--- config.mk ---
export PLATFORM = sky130hd
export DESIGN_NAME = bram_port_arbiter
export DESIGN_NICKNAME = d
export VERILOG_FILES = /design/src/rtl/bram_port_arbiter.sv
export SDC_FILE = /design/constraint.sdc
export NUM_CORES = 1
export LEC_CHECK = 0
export BUFFER_PORTS_ARGS = -buffer_cell sky130_fd_sc_hd__buf_2
export CORE_MARGIN = 2
export CORE_UTILIZATION = 31
export DETAILED_ROUTE_END_ITERATION = 12
export PLACE_DENSITY_LB_ADDON = 0.08
export REMOVE_ABC_BUFFERS = 1
export SYNTH_ARGS = -nofsm -noshare
export SYNTH_HDL_FRONTEND = slang
export SYNTH_SLANG_ARGS = --single-unit
export TNS_END_PERCENT = 5
--- constraint.sdc ---
create_clock -name clk -period 1.5 [get_ports clk]
set_input_delay 0.3 -clock clk [delete_from_list [all_inputs] [get_ports clk]]
set_output_delay 0.3 -clock clk [all_outputs]
set_load 0.02 [all_outputs]
--- src/rtl/bram_port_arbiter.sv ---
// bram_port_arbiter
// Shares one BRAM port between requester A (host frame FSM) and requester B
// (local engine). Bursts are granted round-robin on ties, every release costs
// one IDLE turnaround cycle, and a burst is cut at MAX_BURST beats only when
// the other requester is actually waiting.
module bram_port_arbiter #(
  parameter int AW        = 12,
  parameter int DW        = 8,
  parameter int MAX_BURST = 16
) (
  input  logic          clk,
  input  logic          reset_in,

  input  logic          req_a,
  input  logic          we_a,
  input  logic [AW-1:0] addr_a,
  input  logic [DW-1:0] wdata_a,
  input  logic          last_a,
  output logic          gnt_a,
  output logic          rvalid_a,
  output logic [DW-1:0] rdata_a,

  input  logic          req_b,
  input  logic          we_b,
  input  logic [AW-1:0] addr_b,
  input  logic [DW-1:0] wdata_b,
  input  logic          last_b,
  output logic          gnt_b,
  output logic          rvalid_b,
  output logic [DW-1:0] rdata_b,

  output logic          mem_en,
  output logic          mem_we,
  output logic [AW-1:0] mem_addr,
  output logic [DW-1:0] mem_wdata,
  input  logic [DW-1:0] mem_rdata,

  output logic          busy
);

  localparam int CW = $clog2(MAX_BURST) + 1;
  localparam logic [CW-1:0] LIMIT = CW'(MAX_BURST - 1);

  localparam logic [1:0] IDLE    = 2'd0;
  localparam logic [1:0] GRANT_A = 2'd1;
  localparam logic [1:0] GRANT_B = 2'd2;

  // Index 0 is requester A, index 1 is requester B throughout.
  localparam logic OWNER_A = 1'b0;
  localparam logic OWNER_B = 1'b1;

  logic [1:0]    r_state;
  logic [1:0]    w_state_next;
  logic [CW-1:0] r_beat_cnt;
  logic [CW-1:0] w_beat_cnt_next;
  logic          r_last_owner;
  logic          w_last_owner_next;
  logic [1:0]    r_rvalid;

  logic [1:0]    w_req;
  logic [1:0]    w_we;
  logic [1:0]    w_last;
  logic [1:0]    w_gnt;
  logic [1:0]    w_acc;
  logic [1:0]    w_rd;
  logic          w_own;

  assign w_req  = {req_b, req_a};
  assign w_we   = {we_b, we_a};
  assign w_last = {last_b, last_a};
  assign w_gnt  = {(r_state == GRANT_B), (r_state == GRANT_A)};
  assign w_own  = (r_state == GRANT_B) ? OWNER_B : OWNER_A;

  // Per-requester beat acceptance; reset suppresses any access in its cycle.
  genvar gi;
  generate
    for (gi = 0; gi < 2; gi++) begin : g_req
      assign w_acc[gi] = w_req[gi] & w_gnt[gi] & ~reset_in;
      assign w_rd[gi]  = w_acc[gi] & ~w_we[gi];
    end
  endgenerate

  // BRAM port mux: driven only by an accepted beat of the granted requester.
  always_comb begin
    mem_en    = 1'b0;
    mem_we    = 1'b0;
    mem_addr  = '0;
    mem_wdata = '0;
    if (w_acc[0]) begin
      mem_en    = 1'b1;
      mem_we    = we_a;
      mem_addr  = addr_a;
      mem_wdata = wdata_a;
    end else if (w_acc[1]) begin
      mem_en    = 1'b1;
      mem_we    = we_b;
      mem_addr  = addr_b;
      mem_wdata = wdata_b;
    end
  end

  // Arbitration and burst bookkeeping for the next cycle.
  always_comb begin
    w_state_next      = r_state;
    w_beat_cnt_next   = r_beat_cnt;
    w_last_owner_next = r_last_owner;
    case (r_state)
      IDLE: begin
        // On a tie A wins unless A owned the port most recently.
        if (w_req[0] && (!w_req[1] || (r_last_owner == OWNER_B))) begin
          w_state_next      = GRANT_A;
          w_last_owner_next = OWNER_A;
          w_beat_cnt_next   = '0;
        end else if (w_req[1]) begin
          w_state_next      = GRANT_B;
          w_last_owner_next = OWNER_B;
          w_beat_cnt_next   = '0;
        end
      end
      GRANT_A, GRANT_B: begin
        if (!w_req[w_own]) begin
          w_state_next = IDLE;
        end else begin
          // A beat is accepted this cycle; the counter wraps at the limit so a
          // lone requester can stream indefinitely under one grant.
          w_beat_cnt_next = (r_beat_cnt == LIMIT) ? '0 : r_beat_cnt + 1'b1;
          if (w_last[w_own]) begin
            w_state_next = IDLE;
          end else if ((r_beat_cnt == LIMIT) && w_req[~w_own]) begin
            w_state_next = IDLE;
          end
        end
      end
      default: begin
        w_state_next = IDLE;
      end
    endcase
  end

  // State, burst counter, round-robin memory and read-valid owner tags.
  always_ff @(posedge clk) begin
    if (reset_in) begin
      r_state      <= IDLE;
      r_beat_cnt   <= '0;
      r_last_owner <= OWNER_B;
      r_rvalid     <= 2'b00;
    end else begin
      r_state      <= w_state_next;
      r_beat_cnt   <= w_beat_cnt_next;
      r_last_owner <= w_last_owner_next;
      r_rvalid     <= w_rd;
    end
  end

  assign gnt_a    = w_gnt[0];
  assign gnt_b    = w_gnt[1];
  assign rvalid_a = r_rvalid[0];
  assign rvalid_b = r_rvalid[1];
  assign rdata_a  = mem_rdata;
  assign rdata_b  = mem_rdata;
  assign busy     = (r_state != IDLE);

endmodule

==> out/qor.txt, run 1 <==
Input/output buffers: 74
Hold-fix buffers at CTS: 0
Number of clock buffers inserted by TritonCTS: 3
Slew headroom: 80.7%
IO Pins: 99
Post-Route WL: 3.24 mm
Clock Latency Late Sink: 0.26 ns
Static Leak: 0.775 nW
Flops & latches, synth: 10
Post-place setup slack: -0.220 ns
Final Power: 0.925 mW
Cell area after synthesis: 917 um2
Die X-Extent: 58.4 um
Proportion of layout cells with a drive suffix above 1: 63.2%
Worst clock skew on the final layout: 0.00243 ns
Combined global-route utilization of all metal layers: 18.4%
CTS tree: yes
Avg WL per Cell: 15.0 um
Type of destination of the critical path: output pin
Kind of launch point of the worst setup path: flop
Required time of the critical path: 1.20 ns
Largest stage delay on the critical path: 0.34 ns
Result of the run: complete, but fails checks
Number of distinct library cells after synthesis: 35
Class of the worst hold path: in -> reg
Gpl congestion: 0.717
Hpwl dp: 2.42 mm
Starting DRT DRC Count: 39
Vias/cell: 5.27
Cell type group with the largest total delay on the critical path: buffers and inverters
DR pass1 iterations: 4
Final Core Density: 57.8%
Number of buffers and inverters on the critical path: 3
Final net count: 247
Gate count after technology mapping: 109
Initial core utilization: 33.0%
Max-cap viol count: 0
H-tree Lvls: 1
Final worst-path setup slack: -0.349 ns
DRC: 0
Largest fanout on the critical path: 5
Syn Area/Cell: 8.41 um2
Minimum period implied by the final worst setup slack: 1.85 ns
Failing checks: setup timing
Setup violation total in the final timing report: 30
Antenna violations before repair: 0
RSZ-0062 raised after global routing: yes
Num Clock Sinks: 10
Slew Viols, Final: 0
Portion of the clock cycle consumed by the worst path in the final layout: 123%
Cells traversed along the worst timing path: inv_2 > ha_4 > nand2_4 > nor2_4 > nor2_4 > buf_6 > a22o_1 > buf_6
Largest vdd supply drop: 513 uV
CTS Root Buffer Type: sky130_fd_sc_hd__clkbuf_4
Final Hold Violating Endpoints: 0
Number of rows created at floorplan: 19
Via count of the first global-routing pass: 1122
Achievable frequency: 541 MHz
Pin count of the biggest net entering global routing: 22
Total via count after detailed routing: 1138
Clock transition at path regs: 0.07 ns
Startpoint of the lowest-slack hold path: we_b
Arrival time at the worst endpoint: 1.55 ns
Startpoint of the worst-slack reg-to-reg timing path: r_state[0]
Count of warnings emitted by yosys: 0
Core Region: 2780 um2
Die height: 58.4 um
Ratio of total power to cell area: 576 nW/um2
ANT nets after route: 0
Critical Setup Path Class: reg -> out
Area growth from synthesis to layout: 75.2%
Part of the Yosys area used for sequential elements: 21.8%
Die Outline Area: 3410 um2
Measured slew at the worst slew-check pin: 0.290 ns
Critical path's slowest cell: sky130_fd_sc_hd__dfxtp_2
Global-route wire length before repair: 4.91 mm
Residual overflow from global routing: 0
Maximum count of clock buffers along a single path: 2
CP Launch Point: r_state[1]
Layout fillers: 235
Diode insertion count for antenna repair: 0
worst reg2reg max path: cells and delay by family, from the launching register on:
family                     cells  cell delay, ns
AOI/OAI and AO/OA              2            0.34
adders and majority gates      1            0.15
buffers and inverters          3            0.30
DFF                            1            0.37
muxes                          1            0.11
and+or+nand+nor                1            0.36
through the flow:
step,TNS (ns),instances,instance area [um2],hold slack (ns)
2_1_floorplan,-23.60,85,742,0.369
3_3_place_gp,-3.78,207,1280,0.468
3_5_place_dp,-4.75,207,1280,0.473
4_1_cts,-9.71,215,1510,0.199
5_1_grt,-11.62,216,1610,0.205
6_report,-8.30,216,1610,0.205
registers in the layout, indices dropped and copies added (netlist names):
signal and count:
r_rvalid 2, r_beat_cnt 5, r_state 2, r_last_owner 1
cells by family (layout without fill, tap and decap cells):
kind of cell,Yosys count,after routing,share of synthesized area [%]
DFF,10,10,21.8
adders and majority gates,4,4,5.46
buffers and inverters,28,104,20.7
AOI/OAI and AO/OA,40,40,34.2
and+or+nand+nor,26,26,16.6
muxes,1,1,1.09
final cells by class:
cell class	count	area, um2	area share, %
Tap cell	31	38.8	2.41
Clock buffer	3	22.5	1.40
Sequential cell	10	205	12.8
Multi-Input combinational cell	71	612	38.1
Timing Repair Buffer	97	708	44.1
Inverter	4	20.0	1.25
path summary, 6_finish.rpt:
path                                       to  slack, ns  depth (start not counted)
worst min register to register  r_beat_cnt[4]       0.49                          1
worst max register to register     r_state[0]      -0.22                          8
worst max-delay path              mem_addr[0]      -0.35                          8
worst min-delay path              r_rvalid[1]       0.21                          2
Yosys cell counts, drive strengths merged:
library cell / count / area share, %
a2111o: 1 / 1.2
a21boi: 1 / 0.82
a21oi: 7 / 3.8
a22o: 21 / 20
a31oi: 1 / 0.68
and2: 1 / 0.68
and3b: 1 / 0.96
buf: 22 / 18
clkbuf: 2 / 0.82
dfxtp: 10 / 22
ha: 4 / 5.5
inv: 4 / 1.6
mux2i: 1 / 1.1
nand2: 3 / 1.2
nand2b: 1 / 0.68
nand3: 4 / 2.2
nand3b: 2 / 1.6
nand4b: 2 / 1.9
nor2: 4 / 1.6
nor2b: 1 / 0.68
nor3: 2 / 1.1
nor3b: 2 / 1.6
o211ai: 1 / 0.82
o21ai: 3 / 1.6
o221a: 2 / 2.5
o221ai: 1 / 0.96
o31ai: 1 / 0.82
o32ai: 1 / 0.96
or2: 1 / 0.68
or3: 1 / 0.68
or3b: 1 / 0.96
placed cells by master (no fill, tap or decap), types with 2 or more instances in the layout:
cell	n
sky130_fd_sc_hd__clkbuf_4	3
sky130_fd_sc_hd__buf_4	19
sky130_fd_sc_hd__nand3_1	4
sky130_fd_sc_hd__nor2_4	2
sky130_fd_sc_hd__dfxtp_1	8
sky130_fd_sc_hd__o21ai_1	2
sky130_fd_sc_hd__nand2_1	2
sky130_fd_sc_hd__buf_2	50
sky130_fd_sc_hd__a21oi_1	7
sky130_fd_sc_hd__nand4b_1	2
sky130_fd_sc_hd__a22o_1	21
sky130_fd_sc_hd__nor2_1	2
sky130_fd_sc_hd__ha_4	3
sky130_fd_sc_hd__inv_4	2
sky130_fd_sc_hd__nor3_1	2
sky130_fd_sc_hd__buf_6	28
sky130_fd_sc_hd__nand3b_1	2
power breakdown:
part	internal, mW	total [mW]	switching (mW)
Clock	0.0926	0.185	0.0927
Combinational	0.239	0.447	0.208
Sequential	0.280	0.293	0.0126
metal layers:
layer  up-vias  GRT usage, %  share of wire, %
li1        554             -                 -
met1       512          17.1                33
met2        70          36.9                55
met3         2          6.37                11
met4         0          4.98              0.53
met5         -             0                 0
what timing repair did:
item	4_1_cts	5_1_grt
pin swaps	7	8
endpoints found under the setup margin	31	31
setup buffers	3	1
cloned	2	0
resized for setup	59	24
(Power assumes the default switching activity.)
==> run 2, diff against run 1 <==
--- a/config.mk
+++ b/config.mk
@@ -5,12 +5,12 @@
 export SDC_FILE = /design/constraint.sdc
 export NUM_CORES = 1
 export LEC_CHECK = 0
+export ABC_AREA = 1
 export BUFFER_PORTS_ARGS = -buffer_cell sky130_fd_sc_hd__buf_2
 export CORE_MARGIN = 2
-export CORE_UTILIZATION = 31
+export CORE_UTILIZATION = 32
 export DETAILED_ROUTE_END_ITERATION = 12
-export PLACE_DENSITY_LB_ADDON = 0.08
-export REMOVE_ABC_BUFFERS = 1
+export PLACE_DENSITY = 0.81
 export SYNTH_ARGS = -nofsm -noshare
 export SYNTH_HDL_FRONTEND = slang
 export SYNTH_SLANG_ARGS = --single-unit
==> run 2 against run 1 <==
The run still ends with setup timing left. Setup slack got worse by 0.0019 ns. Cell count rose by 25%. Critical path depth did not move. Power rose by 12%. Via count rose by 12%. Clock-buffer cell count rose by 1. Fmax fell by 0.10%. Core utilization rose by 2.3 points.
==> out/qor.txt, run 2 <==
Layout fillers: 271
Dpl cell area: 1580 um2
Setup tns final: -6.53 ns
RSZ-0062 raised after global routing: yes
Via count of the first global-routing pass: 1229
Measured slew at the worst slew-check pin: 0.302 ns
Top Registers: r_beat_cnt x5, r_rvalid x2, r_state x2
Post-Route WL: 3.19 mm
Count of warnings emitted by yosys: 0
Pin count of the biggest net entering global routing: 23
Largest vdd supply drop: 390 uV
Arrival time at the worst endpoint: 1.55 ns
Dominant cells by area after synthesis: sky130_fd_sc_hd__dfxtp_1 20%, sky130_fd_sc_hd__nand3_1 15%, sky130_fd_sc_hd__buf_4 14%, sky130_fd_sc_hd__o21ai_0 11%, sky130_fd_sc_hd__inv_1 9.4%
Portion of the clock cycle consumed by the worst path in the final layout: 123%
Hpwl dp: 2.31 mm
Required time of the critical path: 1.20 ns
Global routing usage on met1: 21.7%
Failing checks: setup timing
Flops & latches, synth: 10
Leading cell type by number of instances after synthesis: sky130_fd_sc_hd__nand3_1
Vias/cell: 4.73
Share of the synthesized area in the top cell type: 20.2%
Starting DRT DRC Count: 69
Die Outline Area: 3570 um2
Num Clock Sinks: 10
Max-cap viol count: 0
Grt peak-use layer: met2
Cell area after synthesis: 993 um2
Most frequent cells in the layout: 51 x sky130_fd_sc_hd__buf_2, 28 x sky130_fd_sc_hd__nand3_1, 25 x sky130_fd_sc_hd__buf_4
Post-place setup slack: -0.115 ns
Met2 Track Usage GR: 32.8%
Clock Latency Late Sink: 0.26 ns
DRC: 0
Clock transition at path regs: 0.06 ns
Avg WL per Cell: 11.8 um
Diode insertion count for antenna repair: 0
Die height: 59.7 um
Syn Area/Cell: 6.02 um2
Top register by number of flip-flops: r_beat_cnt
Type of destination of the critical path: output pin
H-tree Lvls: 1
Gpl congestion: 0.852
Static Leak: 0.923 nW
Class of the worst hold path: in -> reg
Achievable frequency: 540 MHz
Maximum count of clock buffers along a single path: 2
ANT nets after route: 0
Setup violation total in the final timing report: 22
Part of the Yosys area used for sequential elements: 20.2%
Initial core utilization: 33.1%
Global-route wire length before repair: 5.04 mm
Slew headroom: 79.6%
Minimum period implied by the final worst setup slack: 1.85 ns
Number of distinct library cells after synthesis: 20
Most instantiated flip-flop cell in the synthesis netlist: sky130_fd_sc_hd__dfxtp_1
Synth Net Count: 225
Proportion of synthesized flip-flops having asynchronous set or reset: 0%
Number of rows created at floorplan: 20
Met3 Usage GRT: 3.03%
Proportion of layout cells with a drive suffix above 1: 57.4%
CTS Root Buffer Type: sky130_fd_sc_hd__clkbuf_4
Slew Viols, Final: 0
CTS tree: yes
Number of enable flip-flop cells after synthesis: 0
Kind of launch point of the worst setup path: flop
Input/output buffers: 74
Final Hold Slack: 0.203 ns
Worst clock skew on the final layout: 0.00861 ns
Gate count after technology mapping: 165
Ratio of total power to cell area: 574 nW/um2
Setup fix buffers added after clock tree synthesis: 0
Critical Setup Path Class: reg -> out
DR pass1 iterations: 6
Total via count after detailed routing: 1277
Area growth from synthesis to layout: 81.6%
Number of flip-flops in the largest register: 5
Leading post-synthesis cells by instance count: 29 x sky130_fd_sc_hd__nand3_1, 25 x sky130_fd_sc_hd__inv_1, 22 x sky130_fd_sc_hd__nand2_1, 22 x sky130_fd_sc_hd__o21ai_0, 18 x sky130_fd_sc_hd__buf_4
Result of the run: complete, but fails checks
Residual overflow from global routing: 0
Final net count: 298
Core Region: 3000 um2
IO Pins: 99
Combined global-route utilization of all metal layers: 18.2%
Most common cell after layout, fill and taps aside: sky130_fd_sc_hd__buf_2
Final worst-path setup slack: -0.351 ns
Die X-Extent: 59.7 um
Cell taking the most area after synthesis: sky130_fd_sc_hd__dfxtp_1
Final Hold Violating Endpoints: 0
Number of clock buffers inserted by TritonCTS: 3
Finished layout cell area: 1800 um2
Antenna violations before repair: 0
Largest fanout on the critical path: 22
-- run 2: cell types whose count changed in the layout (fill, tap and decap cells not counted), moves of 11 or more --
cell | before | now
sky130_fd_sc_hd__a22o_1 | 21 | 0
sky130_fd_sc_hd__o21ai_4 | 1 | 12
sky130_fd_sc_hd__buf_6 | 28 | 11
sky130_fd_sc_hd__nand2_1 | 2 | 20
sky130_fd_sc_hd__inv_1 | 1 | 24
sky130_fd_sc_hd__nand3_1 | 4 | 28
-- run 2: final timing paths --
| check | startpoint | to | slack (ns) | cells past startpoint |
|---|---|---|---|---|
| setup / recovery | r_state[1] | mem_addr[9] | -0.35 | 8 |
| hold / removal | we_b | r_rvalid[1] | 0.20 | 2 |
| setup reg to reg | r_state[1] | r_state[1] | 0.07 | 9 |
| hold reg to reg | r_beat_cnt[4] | r_beat_cnt[4] | 0.46 | 2 |
-- run 2: cell families after synthesis --
kind of cell    after synthesis  share of synthesized area (%)
xor+xnor                      2                           1.76
buf+inv                      52                           27.0
flops                        10                           20.2
simple gates                 66                           30.2
fa+ha+maj                     4                           5.04
compound gates               31                           15.9
-- run 2: repair_timing --
action,4_1_cts,5_1_grt
pin swaps,0,1
resized for setup,42,8
hold buffers,0,0
setup endpoints to repair,28,29
cloned,1,0
-- run 2: metal layers --
layer	routed length, um	part of all wire [%]
met2	1790	56
met1	1220	38
met3	172	5.4
met4	0	0
met5	0	0
-- run 2: per-stage QoR --
stage	power, mW	instances	util (%)
after floorplan	0.624	165	-
after CTS	1.02	270	58.8
after detailed placement	0.727	265	52.7
after global placement	0.719	265	52.7
after global routing	1.11	270	60.1
final	1.04	270	60.1
-- run 2: area by class of cell --
cell class	instances	area, um2	area share (%)
Sequential cell	10	203	11.2
Inverter	29	109	6.03
Clock buffer	4	36.3	2.01
Timing Repair Buffer	91	649	36.0
Multi-Input combinational cell	103	766	42.4
Tap cell	33	41.3	2.29
-- run 2: power breakdown --
group          leakage [nW]  switching [mW]  internal [mW]
Combinational         0.820           0.263          0.234
Clock                0.0210          0.0918          0.147
Sequential           0.0821          0.0163          0.284
Total                 0.923           0.371          0.665
-- run 2: worst max-delay path: stages (launching register included) --
cell                      delay [ns]
sky130_fd_sc_hd__dfxtp_2        0.35
sky130_fd_sc_hd__buf_6          0.10
sky130_fd_sc_hd__ha_4           0.11
sky130_fd_sc_hd__nand2_1        0.05
sky130_fd_sc_hd__nor2_2         0.12
sky130_fd_sc_hd__buf_12         0.17
sky130_fd_sc_hd__nand3_1        0.13
sky130_fd_sc_hd__o21ai_4        0.09
sky130_fd_sc_hd__buf_4          0.16
==> run 3, diff against run 2 <==
--- a/config.mk
+++ b/config.mk
@@ -11,6 +11,7 @@
 export CORE_UTILIZATION = 32
 export DETAILED_ROUTE_END_ITERATION = 12
 export PLACE_DENSITY = 0.81
+export SKIP_CTS_REPAIR_TIMING = 1
 export SYNTH_ARGS = -nofsm -noshare
 export SYNTH_HDL_FRONTEND = slang
 export SYNTH_SLANG_ARGS = --single-unit
==> run 3 against run 2 <==
The flow still finishes with violations (setup timing). Register-to-register slack hardly changed. Die area unchanged. Setup slack got worse by 0.0045 ns. Design area grew 0.62%. Sequential cell count is the same. Combinational power is 2% higher. Power rose by 0.56%. Global-route usage decreased by 1.8 points. Via count decreased by 0.70%. Critical endpoint is now mem_we.
==> out/qor.txt, run 3 (synthesis gave the netlist of run 2 again) <==
Kind of launch point of the worst setup path: flop
Avg WL per Cell: 11.9 um
Die Outline Area: 3570 um2
Most common cell after layout, fill and taps aside: sky130_fd_sc_hd__buf_2
Minimum setup slack among reg-to-reg paths: 0.08 ns
Number of flip-flops in the largest register: 5
Minimum period implied by the final worst setup slack: 1.86 ns
Final worst-path setup slack: -0.355 ns
Gpl congestion: 0.852
Final Core Density: 60.5%
CTS Root Buffer Type: sky130_fd_sc_hd__clkbuf_4
Core Region: 3000 um2
Global-route wire length before repair: 4.56 mm
Result of the run: complete, but fails checks
Startpoint of the worst-slack reg-to-reg timing path: r_state[1]
CP Launch Point: r_state[1]
H-tree Lvls: 1
Top register by number of flip-flops: r_beat_cnt
Vias/cell: 4.70
Startpoint of the lowest-slack hold path: we_b
Slew headroom: 79.4%
Top Registers: r_beat_cnt x5, r_rvalid x2, r_state x2
Critical Setup Path Class: reg -> out
Largest fanout on the critical path: 22
Final Power: 1.04 mW
Via count of the first global-routing pass: 1128
Number of rows created at floorplan: 20
Setup violation total in the final timing report: 22
Largest vdd supply drop: 391 uV
Input/output buffers: 74
Starting DRT DRC Count: 61
Achievable frequency: 539 MHz
Static Leak: 0.924 nW
Measured slew at the worst slew-check pin: 0.306 ns
Clock transition at path regs: 0.06 ns
Final Hold Violating Endpoints: 0
Final net count: 298
Hpwl dp: 2.31 mm
Combined global-route utilization of all metal layers: 16.4%
RSZ-0062 raised after global routing: yes
Ratio of total power to cell area: 574 nW/um2
Required time of the critical path: 1.20 ns
DR pass1 iterations: 4
Initial core utilization: 33.1%
Number of clock buffers inserted by TritonCTS: 3
Failing checks: setup timing
Class of the worst hold path: in -> reg
Post-Route WL: 3.20 mm
Proportion of layout cells with a drive suffix above 1: 59.5%
ANT nets after route: 0
Maximum count of clock buffers along a single path: 2
Most frequent cells in the layout: 50 x sky130_fd_sc_hd__buf_2, 26 x sky130_fd_sc_hd__nand3_1, 25 x sky130_fd_sc_hd__buf_4
Pin count of the biggest net entering global routing: 31
DRC: 0
Die height: 59.7 um
Clock Latency Late Sink: 0.26 ns
Arrival time at the worst endpoint: 1.56 ns
Worst reg-to-reg path cell count: 10
IO Pins: 99
Portion of the clock cycle consumed by the worst path in the final layout: 124%
CTS tree: yes
Max-cap viol count: 0
Area growth from synthesis to layout: 82.7%
Type of destination of the critical path: output pin
Worst hold path depth: 2
Slew Viols, Final: 0
Final Hold Slack: 0.208 ns
Worst clock skew on the final layout: 0.00967 ns
Residual overflow from global routing: 0
Die X-Extent: 59.7 um
Num Clock Sinks: 10
Antenna violations before repair: 0
Diode insertion count for antenna repair: 0
Total via count after detailed routing: 1268
-- run 3: cell count changes in the layout (fill, tap and decap cells not counted), sizes merged --
cell / delta
clkbuf: +1
buf: -1
-- run 3: final cells by class --
cell class	instances	area [um2]
clock buffer	4	36.3
fill	278	1190
inverter	29	109
multi-input combinational	103	773
sequential	10	203
tap	33	41.3
timing repair buffer	91	653
-- run 3: metal layers --
metal	share of wire [%]	GRT usage, %	vias to the layer above
li1	-	-	656
met1	40	19.6	562
met2	55	29.0	46
met3	4.7	2.81	4
met4	0.81	6.03	0
met5	0	0	-
-- run 3: critical path, stage by stage, from the launching register on --
cell and delay, ns:
sky130_fd_sc_hd__dfxtp_2 0.34, sky130_fd_sc_hd__buf_4 0.12, sky130_fd_sc_hd__ha_4 0.12, sky130_fd_sc_hd__nand2_1 0.05
sky130_fd_sc_hd__nor2_2 0.12, sky130_fd_sc_hd__buf_12 0.17, sky130_fd_sc_hd__nand2_1 0.10, sky130_fd_sc_hd__a21oi_4 0.12
sky130_fd_sc_hd__buf_4 0.15
-- run 3: power breakdown --
part	total [mW]	switching [mW]	internal, mW
clock	0.238	0.0914	0.147
sequential	0.298	0.0142	0.283
combinational	0.506	0.267	0.239
total	1.04	0.373	0.669
-- run 3: worst paths after layout --
check                  end
max reg2reg     r_state[1]
min reg2reg  r_beat_cnt[4]
min            r_rvalid[1]
max                 mem_we
-- run 3: stage by stage --
stage	setup WS, ns	setup TNS [ns]	instances	instance area [um2]
after floorplan	-0.0350	-0.377	165	1200
after global placement	-0.0838	-1.14	265	1580
after detailed placement	-0.115	-1.93	265	1580
after CTS	-0.417	-8.62	269	1620
after global routing	-0.439	-8.68	270	1820
final	-0.355	-6.72	270	1820
